$ cat config.mk
export PLATFORM = sky130hd
export DESIGN_NAME = lsu
export DESIGN_NICKNAME = d
export VERILOG_FILES = /design/src/rtl/lsu.sv
export SDC_FILE = /design/constraint.sdc
export NUM_CORES = 1
export LEC_CHECK = 0
export CORE_UTILIZATION = 44
export CTS_CLUSTER_DIAMETER = 80
export DETAILED_ROUTE_END_ITERATION = 10
export GPL_ROUTABILITY_DRIVEN = 0
export PLACE_DENSITY = 0.82
export SLEW_MARGIN = 20
export SYNTH_ARGS = -nofsm -noshare
export SYNTH_HDL_FRONTEND = slang
export SYNTH_SLANG_ARGS = --single-unit
$ cat constraint.sdc
create_clock -name clk -period 2.52 [get_ports clk]
set_clock_uncertainty 0.2 [all_clocks]
set_input_delay 0.252 -clock clk [delete_from_list [all_inputs] [get_ports clk]]
set_output_delay 0.252 -clock clk [all_outputs]
set_load 0.01 [all_outputs]
$ cat src/rtl/lsu.sv
// ============================================================================
// Module   : lsu
// Purpose  : Load/store unit between execute and the DCCM. Handles ALU
//            passthrough, sign/zero-extending loads, word stores and
//            read-modify-write byte/halfword stores.
// Config   : LSU_MISALIGN_TRAP_EN - when defined, misaligned H/W accesses
//            are dropped and flagged on misalign_o; otherwise the low
//            address bits are cleared and the access proceeds.
// Revision : 1.0 - initial release
// ============================================================================
`default_nettype none

module lsu (
  input  logic        clk,
  input  logic        rst_n,
  input  logic        valid_i,
  output logic        ready_o,
  input  logic        is_load_i,
  input  logic        is_store_i,
  input  logic [2:0]  funct3_i,
  input  logic [4:0]  rd_i,
  input  logic [31:0] rd_data_i,
  input  logic [31:0] mem_addr_i,
  input  logic [31:0] mem_data_i,
  input  logic        flush_i,
  output logic        dccm_rd_en,
  output logic [31:0] dccm_rd_addr,
  input  logic [31:0] dccm_rd_data,
  output logic        dccm_wr_en,
  output logic [31:0] dccm_wr_addr,
  output logic [31:0] dccm_wr_data,
  output logic        wb_valid_o,
  output logic [4:0]  wb_rd_o,
  output logic [31:0] wb_data_o,
  output logic        misalign_o
);

  typedef enum logic [1:0] {
    IDLE      = 2'd0,
    LOAD_WAIT = 2'd1,
    RMW_WAIT  = 2'd2
  } state_t;

  state_t      r_state;
  logic [29:0] r_addr;     // word address of the accepted op
  logic [1:0]  r_off;      // effective byte offset within the word
  logic [2:0]  r_funct3;
  logic [4:0]  r_rd;
  logic [15:0] r_data;     // only the low half is needed for SB/SH merges
  logic        r_misalign;

  // Pick the byte or halfword out of a read word and extend it.
  function automatic logic [31:0] load_extract(input logic [31:0] word,
                                               input logic [1:0]  off,
                                               input logic [2:0]  f3);
    logic [7:0]  b;
    logic [15:0] h;
    b = word[{off, 3'b000} +: 8];
    h = off[1] ? word[31:16] : word[15:0];
    case (f3[1:0])
      2'b00:   return {{24{b[7] & ~f3[2]}}, b};
      2'b01:   return {{16{h[15] & ~f3[2]}}, h};
      default: return word;
    endcase
  endfunction

  // Overlay a byte or halfword onto the previously read word.
  function automatic logic [31:0] store_merge(input logic [31:0] old_word,
                                              input logic [15:0] d,
                                              input logic [1:0]  off,
                                              input logic        is_half);
    logic [31:0] w;
    w = old_word;
    if (is_half) begin
      if (off[1]) w[31:16] = d;
      else        w[15:0]  = d;
    end else begin
      w[{off, 3'b000} +: 8] = d[7:0];
    end
    return w;
  endfunction

  logic        w_accept;
  logic        w_is_load;
  logic        w_is_store;
  logic        w_half;
  logic        w_word;
  logic        w_trap;
  logic [1:0]  w_off;
  logic        w_do_load;
  logic        w_do_sw;
  logic        w_do_rmw;
  logic [31:0] w_word_addr;

  assign ready_o     = (r_state == IDLE);
  assign w_accept    = valid_i && ready_o;
  // Both class bits high is illegal and falls back to passthrough.
  assign w_is_load   = is_load_i && !is_store_i;
  assign w_is_store  = is_store_i && !is_load_i;
  assign w_half      = (funct3_i[1:0] == 2'b01);
  assign w_word      = funct3_i[1];
  assign w_word_addr = {mem_addr_i[31:2], 2'b00};

`ifdef LSU_MISALIGN_TRAP_EN
  logic w_misalign;
  assign w_misalign = (w_half && mem_addr_i[0]) || (w_word && (mem_addr_i[1:0] != 2'b00));
  assign w_trap     = w_accept && (w_is_load || w_is_store) && w_misalign;
`else
  assign w_trap     = 1'b0;
`endif

  // Offending low bits are cleared so an untrapped misaligned access still lands.
  assign w_off     = w_word ? 2'b00 : (w_half ? {mem_addr_i[1], 1'b0} : mem_addr_i[1:0]);
  assign w_do_load = w_accept && !w_trap && w_is_load;
  assign w_do_sw   = w_accept && !w_trap && w_is_store && w_word;
  assign w_do_rmw  = w_accept && !w_trap && w_is_store && !w_word;

  // DCCM strobes: issue in the accept cycle, or write back the merged word in RMW_WAIT.
  always_comb begin
    dccm_rd_en   = rst_n && (w_do_load || w_do_rmw);
    dccm_rd_addr = w_word_addr;
    dccm_wr_en   = rst_n && w_do_sw;
    dccm_wr_addr = w_word_addr;
    dccm_wr_data = mem_data_i;
    if (r_state == RMW_WAIT) begin
      dccm_wr_en   = rst_n;
      dccm_wr_addr = {r_addr, 2'b00};
      dccm_wr_data = store_merge(dccm_rd_data, r_data, r_off, r_funct3[0]);
    end
  end

  // Control FSM with latched op fields and registered writeback/misalign outputs.
  always_ff @(posedge clk or negedge rst_n) begin
    if (!rst_n) begin
      r_state    <= IDLE;
      r_addr     <= '0;
      r_off      <= '0;
      r_funct3   <= '0;
      r_rd       <= '0;
      r_data     <= '0;
      r_misalign <= 1'b0;
      wb_valid_o <= 1'b0;
      wb_rd_o    <= '0;
      wb_data_o  <= '0;
    end else begin
      wb_valid_o <= 1'b0;
      r_misalign <= w_trap;
      case (r_state)
        IDLE: begin
          if (w_accept) begin
            r_addr   <= mem_addr_i[31:2];
            r_off    <= w_off;
            r_funct3 <= funct3_i;
            r_rd     <= rd_i;
            r_data   <= mem_data_i[15:0];
            if (!(w_is_load || w_is_store)) begin
              wb_valid_o <= (rd_i != 5'd0);
              wb_rd_o    <= rd_i;
              wb_data_o  <= rd_data_i;
            end else if (w_do_load) begin
              r_state <= LOAD_WAIT;
            end else if (w_do_rmw) begin
              r_state <= RMW_WAIT;
            end
          end
        end
        LOAD_WAIT: begin
          wb_valid_o <= !flush_i && (r_rd != 5'd0);
          wb_rd_o    <= r_rd;
          wb_data_o  <= load_extract(dccm_rd_data, r_off, r_funct3);
          r_state    <= IDLE;
        end
        RMW_WAIT: begin
          // The merged write goes out this cycle regardless of flush_i.
          r_state <= IDLE;
        end
        default: r_state <= IDLE;
      endcase
    end
  end

  assign misalign_o = r_misalign;

endmodule

`default_nettype wire

; Word level (Yosys, flattened, before mapping)
; Cells that the tools add are included.
[word_totals]
output_inout_bits = 138
reg_bits = 96
[classes]
shift = 3
mux = 25
addsub = 1
eq_ne = 8
n_reduce_logical = 24
bitwise = 3
[op_table]
columns = op, n
row1 = $mux 32, 5
row2 = $pmux 32 s2, 2
row3 = $mux 16, 3
row4 = $bwmux 32, 1
row5 = $shift 8x7->32 const A, 1
row6 = $shiftx 32x6->8, 1
row7 = $shiftx 8x7->32, 1
row8 = $mux 2, 6
row9 = $logic_and 1x1->1, 10
row10 = $mux 5, 2
row11 = $pmux 5 s2, 1
row12 = $reduce_bool 5->1, 2
row13 = $neg 5->7, 1
row14 = $eq 2x1->1 const B, 3
row15 = $reduce_and 3->1, 2
row16 = $logic_not 1->1, 4
row17 = $logic_not 2->1, 2
row18 = $mux 1, 4
row19 = $ne 2x1->1 const B, 2
row20 = $ne 3x1->1 const B, 1
row21 = $and 1x1->1, 2
row22 = $eq 2x2->1 const B, 1
row23 = $logic_or 1x1->1, 2
row24 = $ne 2x2->1 const B, 1
row25 = other kinds (4), 4

; Longest topological paths before layout
; Gate-level depths: netlist of the first run.
[logic_depth]
depth_word = 9
depth_mapped = 9
ltp_nobuf = 6

; Least setup slack after synthesis of the first run
; No wires, ideal clock.
[synth_path]
path_kind = flip-flop to output port
from = register r_off[1]
to = output dccm_wr_data[30]
path_slack_ns = 0.173
path_buffers = 3
stages_incl_launch_ff = 9
t_required_ns = 2.068
t_arrival_ns = 1.895
cell_sequence = dfrtp_1 -> buf_6 -> inv_4 -> buf_6 -> ha_1 -> and4b_1 -> clkbuf_1 -> a21oi_1 -> o21ai_0
[synth_via]
elab_chain_len = 5
elab_cells_between_ends = 7
cone_classes = add/sub: 1 / shift: 2 / mux: 4
[synth_lines]
columns = item, line_no
row1 = from (decl), 46  ; logic [1:0] r_off;
row2 = from (signal assigned), 152  ; r_off <= w_off;
row3 = $neg 5->7, 78  ; w[{off, 3'b000} +: 8] = d[7:0];
row4 = $shiftx 8x7->32 / $shift 8x7->32 (equally long branches), 78
row5 = $bwmux 32, 78
row6 = $mux 32 (*), 74  ; if (is_half) begin
row7 = $mux 32 (*), 125  ; if (r_state == RMW_WAIT) begin
row8 = to (decl), 31  ; output logic [31:0] dccm_wr_data,
; Every way passes the cells marked *; elsewhere a longest branch is shown, timed or not.

; Final worst setup path of the first run
[layout_path]
from = register r_off[1]
to = output dccm_wr_data[7]
; The elaborated chain is that of the path after synthesis.

==> run metrics, run 1 <==
final hold viol count 0; Hold Crit Class input port to async pin; mapped cell area 6820 µm²; Yosys reg bits 96; Final setup viols 0; Fmax 402 MHz; CP Cell Sequence inv_4 -> ha_4 -> nor3_4 -> buf_12 -> buf_6 -> a221o_1 -> a22o_1 -> buf_2; Netlist cell types 45; most frequent cells after synthesis nand2_1 (249), dfrtp_1 (96), a21oi_1 (74), buf_4 (39), mux2i_1 (34); DRC 0; Initial Util 45.0%; HPWL Detailed 17,700 µm; Reg2Reg Depth 6; dpl cell area 9630 µm²; minimum clock period 2490 ps; number of global-route vias before repair 6,935; Final #Nets 1,219; Synth Instances 827; via count 7,330; port buffer count 274; initial antenna violation count 1; status finished, final reports clean; Post-DRT Antenna Nets 0; core footprint 15,100 µm²; CTS tree built; WP data required 2070 ps; Pins Over Slew Limit 0; asr flop ratio synth 100%; CTS Sinks 96; Max Buffers Root-to-Sink 2; cell area after layout 10,000 µm²; Post-synth EDFFs 0; Setup CP Type flop to output pin; layout cell share with drive strength beyond 1 14.8%; Peak supply drop 0.354 mV; Die Footprint 16,000 µm²; grt total ovfl 0; highest cell delay on the worst timing path 420 ps; Reg2Reg Launch Point r_funct3[0]; Tightest Pin Transition 706 ps; Pwr Density 525 nW/µm²; Tcrit/Tclk final 98.8%; # rows 45; Leakage 4.40 nW; worst setup path start r_off[1]; Root Buffer clkbuf_16; total wire length 24,400 µm; Synth Area per Inst 8.24 µm²; CP Data Arrival Time 2040 ps; most common cell in the netlist nand2_1; largest net degree at the start of global routing 73; Critical Path Slowest Stage Cell dfrtp_2; Top FF cell, synth dfrtp_1; ant diodes 0; unrepaired setup endpoints after global routing yes; # IOs 280; # fillers 1,223; area grow syn2layout 46.8%; sequential share of the synthesized area 35.2%; latest clock arrival within the worst-skew pair 340 ps; nature of the critical path endpoint output pin; max-cap check violation count 0; Synth top area share 35.2%; dominant cells by area after synthesis dfrtp_1 (35%), nand2_1 (14%), a21oi_1 (5.4%), mux2i_1 (5.0%), mux2_2 (5.0%); drt initial violations 643; critical path peak fanout 6; global-route wire length before repair 37,300 µm; Vias/cell 5.80; length of the first detailed-routing pass in iterations 5; GRT Total Usage 29.8%; Reg clk slew, reported paths 70 ps; H-tree level count 3; Ys Warns 0; startpoint types flop; number of CTS-inserted buffers 9; Synth area leader dfrtp_1; slew margin rel. 52.9%; Die Wd 126 µm; Die H 126 µm; Final Util 66.1%; routed len/inst 19.3 µm; Power Total 0.00525 W
[path summary, 6_finish.rpt]
check / slack, ps / end
max: 30 / dccm_wr_data[7]
min in group clk: 240 / r_funct3[2]
min reg2reg: 270 / r_addr[10]
max reg2reg: 370 / wb_data_o[27]
max in group asynchronous: 1300 / r_off[1]
min: 150 / r_addr[3]
[registers in the layout (all words and copies together) (netlist names)]
register / cells
wb_data_o: 32
r_addr: 30
r_data: 16
r_rd: 5
wb_rd_o: 5
r_funct3: 3
r_off: 2
r_state: 2
wb_valid_o: 1
[cell usage in the layout, fill, tap and decap left out, types with 3 or more instances in the layout]
cell type / Yosys / routed
nand2_1: 249 / 247
clkdlybuf4s50_1: 0 / 240
dfrtp_1: 96 / 94
a21oi_1: 74 / 70
buf_4: 39 / 40
mux2i_1: 34 / 34
mux2_2: 30 / 30
a31oi_1: 28 / 28
nor2b_1: 27 / 27
nor3b_1: 25 / 25
o21ai_0: 30 / 24
and3_1: 16 / 16
a22o_1: 15 / 15
clkbuf_2: 0 / 14
o21ai_1: 7 / 13
nor2_1: 14 / 12
a22oi_2: 10 / 10
clkbuf_16: 0 / 9
a221o_1: 8 / 8
mux4_2: 8 / 8
buf_6: 4 / 8
a221oi_1: 7 / 7
clkdlybuf4s15_1: 0 / 7
buf_12: 0 / 7
a22oi_1: 6 / 6
dlygate4sd2_1: 0 / 6
nand3_1: 5 / 5
conb_1: 1 / 5
buf_2: 29 / 5
inv_1: 5 / 4
ha_1: 7 / 4
clkbuf_1: 25 / 4
a21oi_2: 0 / 3
[power by group]
group          switching (W)  internal (W)
Sequential          0.000176       0.00178
Clock               0.000583      0.000801
Combinational       0.000897       0.00101
Total                0.00166       0.00359
[final cells by class]
| type | instances | area, µm² | share of cell area (%) |
|---|---|---|---|
| clock buffers | 14 | 254 | 2.54 |
| clock inverters | 2 | 38.8 | 0.388 |
| inverters | 6 | 25.0 | 0.250 |
| multi-input cells | 629 | 3890 | 38.9 |
| flip-flops and latches | 96 | 2400 | 24.0 |
| well taps | 188 | 235 | 2.35 |
| repair buffers | 328 | 3160 | 31.6 |
[worst max-delay path: cells and delay by family (launching register included)]
kind | cells | cell delay, ps
AND/OR/NAND/NOR | 1 | 50
AO/OA/AOI/OAI | 2 | 490
flip-flops | 1 | 420
buffers and inverters | 4 | 440
adder cells (fa/ha/maj) | 1 | 290
[logic make-up (layout without fill, tap and decap cells)]
| family | after synthesis | count (layout) | synth area share [%] |
|---|---|---|---|
| muxes | 74 | 74 | 13.0 |
| and+or+nand+nor | 353 | 353 | 23.6 |
| AOI/OAI and AO/OA | 190 | 190 | 17.8 |
| other | 1 | 5 | 0.0550 |
| DFF | 96 | 96 | 35.2 |
| adders and majority gates | 7 | 7 | 1.28 |
| buffers and inverters | 106 | 350 | 8.99 |
[what timing repair did]
item,in CTS,in global routing
pin swaps,2,8
hold endpoints to repair,24,0
resized for setup,67,62
hold buffers,1,0
endpoints found under the setup margin,63,57
buffers inserted,2,8
[per-stage QoR]
stage	setup slack [ps]	hold slack [ps]	setup TNS [ps]	std cells
2_1_floorplan	173	-244	0	831
5_1_grt	-36.5	168	-150	1263
3_5_place_dp	-26.6	0.516	-45.2	1238
4_1_cts	-74.2	189	-816	1257
3_3_place_gp	-22.4	-2.77	-22.4	1238
6_report	30.6	147	0	1263
[routing by layer]
metal / share of wire (%) / vias to the layer above / track usage [%]
met5: 0 / - / 0
met4: 3.2 / 0 / 11.5
met3: 10 / 64 / 6.50
met2: 46 / 458 / 48.5
met1: 40 / 3482 / 38.8
li1: - / 3326 / -
Power figures use the tool's default switching activity.
==> inputs of run 2 (changes only) <==
PLACE_DENSITY = 0.91   (was 0.82)
SETUP_SLACK_MARGIN = 0.05   (was not set)
==> run 2 against run 1 <==
Against the previous run: first-iteration DRC count up 1.9%; flip-flop and latch count unchanged; cell area down 0.30%; hold slack worse by 24 ps; total power up 0.73%; combinational power about the same; core utilization down 0.20 points; non-clock buffer count down 8; cell count down 0.71%; clock power up 4%; worst setup slack worse by 22 ps; sequential share of layout area up 0.060 points.
==> run metrics, run 2 (synthesis results as in run 1) <==
ant diodes 0 (unchanged); Fmax 398 MHz (was 402 MHz); Post-DRT Antenna Nets 0 (unchanged); Peak supply drop 0.332 mV (was 0.354 mV); slew margin rel. 32.8% (was 52.9%); nature of the critical path endpoint output pin (unchanged); highest cell delay on the worst timing path 410 ps (was 420 ps); area grow syn2layout 46.4% (was 46.8%); minimum clock period 2510 ps (was 2490 ps); HPWL Detailed 17,700 µm (about the same); most frequent cells in the layout nand2_1 (247), clkdlybuf4s50_1 (240), dfrtp_1 (95) (was nand2_1 (247), clkdlybuf4s50_1 (240), dfrtp_1 (94)); DRC 0 (unchanged); number of global-route vias before repair 7,174 (was 6,935); Initial Util 45.0% (unchanged); CTS tree built (unchanged); PnR worst setup slack 8.38 ps (was 30.6 ps); Die Wd 126 µm (unchanged); Final #Nets 1,211 (was 1,219); total wire length 24,700 µm (was 24,400 µm); drt initial violations 655 (was 643); Hold Crit Class input port to async pin (unchanged); Die Footprint 16,000 µm² (unchanged); layout cell share with drive strength beyond 1 15.4% (was 14.8%); H-tree level count 3 (unchanged); critical path peak fanout 6 (unchanged); Final setup viols 0 (unchanged); grt total ovfl 0 (unchanged); port buffer count 274 (unchanged); startpoint types flop (unchanged); GRT Total Usage 30.7% (was 29.8%); # IOs 280 (unchanged); Top reg by flops wb_data_o (unchanged); setup TNS 0 ps (unchanged); Leakage 4.36 nW (was 4.40 nW); final non-filler cell total 1,254 (was 1,263); largest net degree at the start of global routing 74 (was 73); initial antenna violation count 0 (was 1); status finished, final reports clean (unchanged); most common cell after layout, fill and taps aside nand2_1 (unchanged); Buf/Inv on CP 3 (was 4); Root Buffer clkbuf_16 (unchanged); latest clock arrival within the worst-skew pair 350 ps (was 340 ps); Die H 126 µm (unchanged); WP data required 2070 ps (about the same); Tightest Pin Transition 1010 ps (was 706 ps); slack of the worst reg-to-reg path 350 ps (was 370 ps); CTS Sinks 96 (unchanged); number of CTS-inserted buffers 9 (unchanged); Top Family by Delay on Critical Path buffers and inverters (was compound AO/OA/AOI/OAI gates); length of the first detailed-routing pass in iterations 6 (was 5); Pwr Density 530 nW/µm² (was 525 nW/µm²); Tcrit/Tclk final 99.7% (was 98.8%); Placement Setup Slack -203 ps (was -26.6 ps); core footprint 15,100 µm² (unchanged); CP Data Arrival Time 2060 ps (was 2040 ps); via count 7,324 (was 7,330); Setup CP Type flop to output pin (unchanged); global-route wire length before repair 38,200 µm (was 37,300 µm); Regs by FF count wb_data_o: 32 flops, r_addr: 30 flops, r_data: 16 flops (unchanged); Pins Over Slew Limit 0 (unchanged); cell total after placement 1,233 (was 1,238); Vias/cell 5.84 (was 5.80); unrepaired setup endpoints after global routing yes (unchanged); final hold viol count 0 (unchanged); number of flip-flops in the largest register 32 (unchanged); max-cap check violation count 0 (unchanged); Max Buffers Root-to-Sink 2 (unchanged); # rows 45 (unchanged); CP Cell Sequence inv_4 -> ha_2 -> nor2_2 -> and4_4 -> buf_6 -> a21oi_1 -> o21ai_1 -> clkdlybuf4s15_2 (was inv_4 -> ha_4 -> nor3_4 -> buf_12 -> buf_6 -> a221o_1 -> a22o_1 -> buf_2); Critical Path Slowest Stage Cell dfrtp_2 (unchanged); routed len/inst 19.7 µm (was 19.3 µm); Reg clk slew, reported paths 70 ps (about the same)
run 2: cell count changes in the layout (fill, tap and decap cells not counted), moves of 3 or more:
cell | before | now
buf_4 | 40 | 31
clkdlybuf4s15_2 | 0 | 4
clkbuf_2 | 14 | 11
buf_2 | 5 | 11
clkdlybuf4s15_1 | 7 | 0
o21ai_2 | 0 | 3
o21ai_0 | 24 | 19
run 2: worst paths after layout:
path | from | to | depth (start not counted)
worst max-delay path | r_off[1] | dccm_wr_data[11] | 8
worst min-delay path | rst_n | r_addr[0] | 2
worst max register to register | r_state[1] | wb_data_o[27] | 6
worst min register to register | r_addr[26] | r_addr[26] | 2
max in group asynchronous | rst_n | r_off[1] | 3
min in group clk | funct3_i[2] | r_funct3[2] | 3
run 2: layer usage:
layer | GRT usage (%) | vias to the layer above | routed length (µm)
li1 | - | 3307 | -
met1 | 37.6 | 3414 | 9320
met2 | 49.2 | 513 | 11500
met3 | 8.31 | 90 | 2890
met4 | 16.9 | 0 | 990
met5 | 0 | - | 0
run 2: timing repair:
item / in CTS / in global routing
hold buffers: 1 / 0
endpoints found under the hold margin: 23 / 0
resized for setup: 114 / 31
endpoints found under the setup margin: 63 / 33
setup buffers: 2 / 3
pin swaps: 3 / 14
run 2: report_power, final:
group / switching (W) / internal, W
Combinational: 0.000897 / 0.00100
Sequential: 0.000185 / 0.00178
Clock: 0.000604 / 0.000822
run 2: area by class of cell:
type                       count  area (µm²)
fill                        1203        5170
multi-input combinational    629        3910
timing repair buffer         320        3100
sequential                    96        2400
clock buffer                  13         260
tap                          188         235
clock inverter                 2        38.8
inverter                       6        28.8
run 2: per-stage QoR:
stage	power, W	utilization, %	hold slack [ps]	area (µm²)
6_report	0.00529	65.9	123	9980
4_1_cts	0.00528	66.1	159	10000
3_5_place_dp	0.00382	63.4	-18.6	9600
2_1_floorplan	0.00286	-	-244	6830
3_3_place_gp	0.00377	63.4	-14.5	9600
5_1_grt	0.00553	65.9	159	9980
run 2: worst reg2reg max path, cell delays in order (launching register included):
cell and delay (ps):
dfrtp_1 390, buf_4 160, nand2b_2 480, buf_4 430, a21oi_1 100, a31oi_1 190, a22oi_1 90
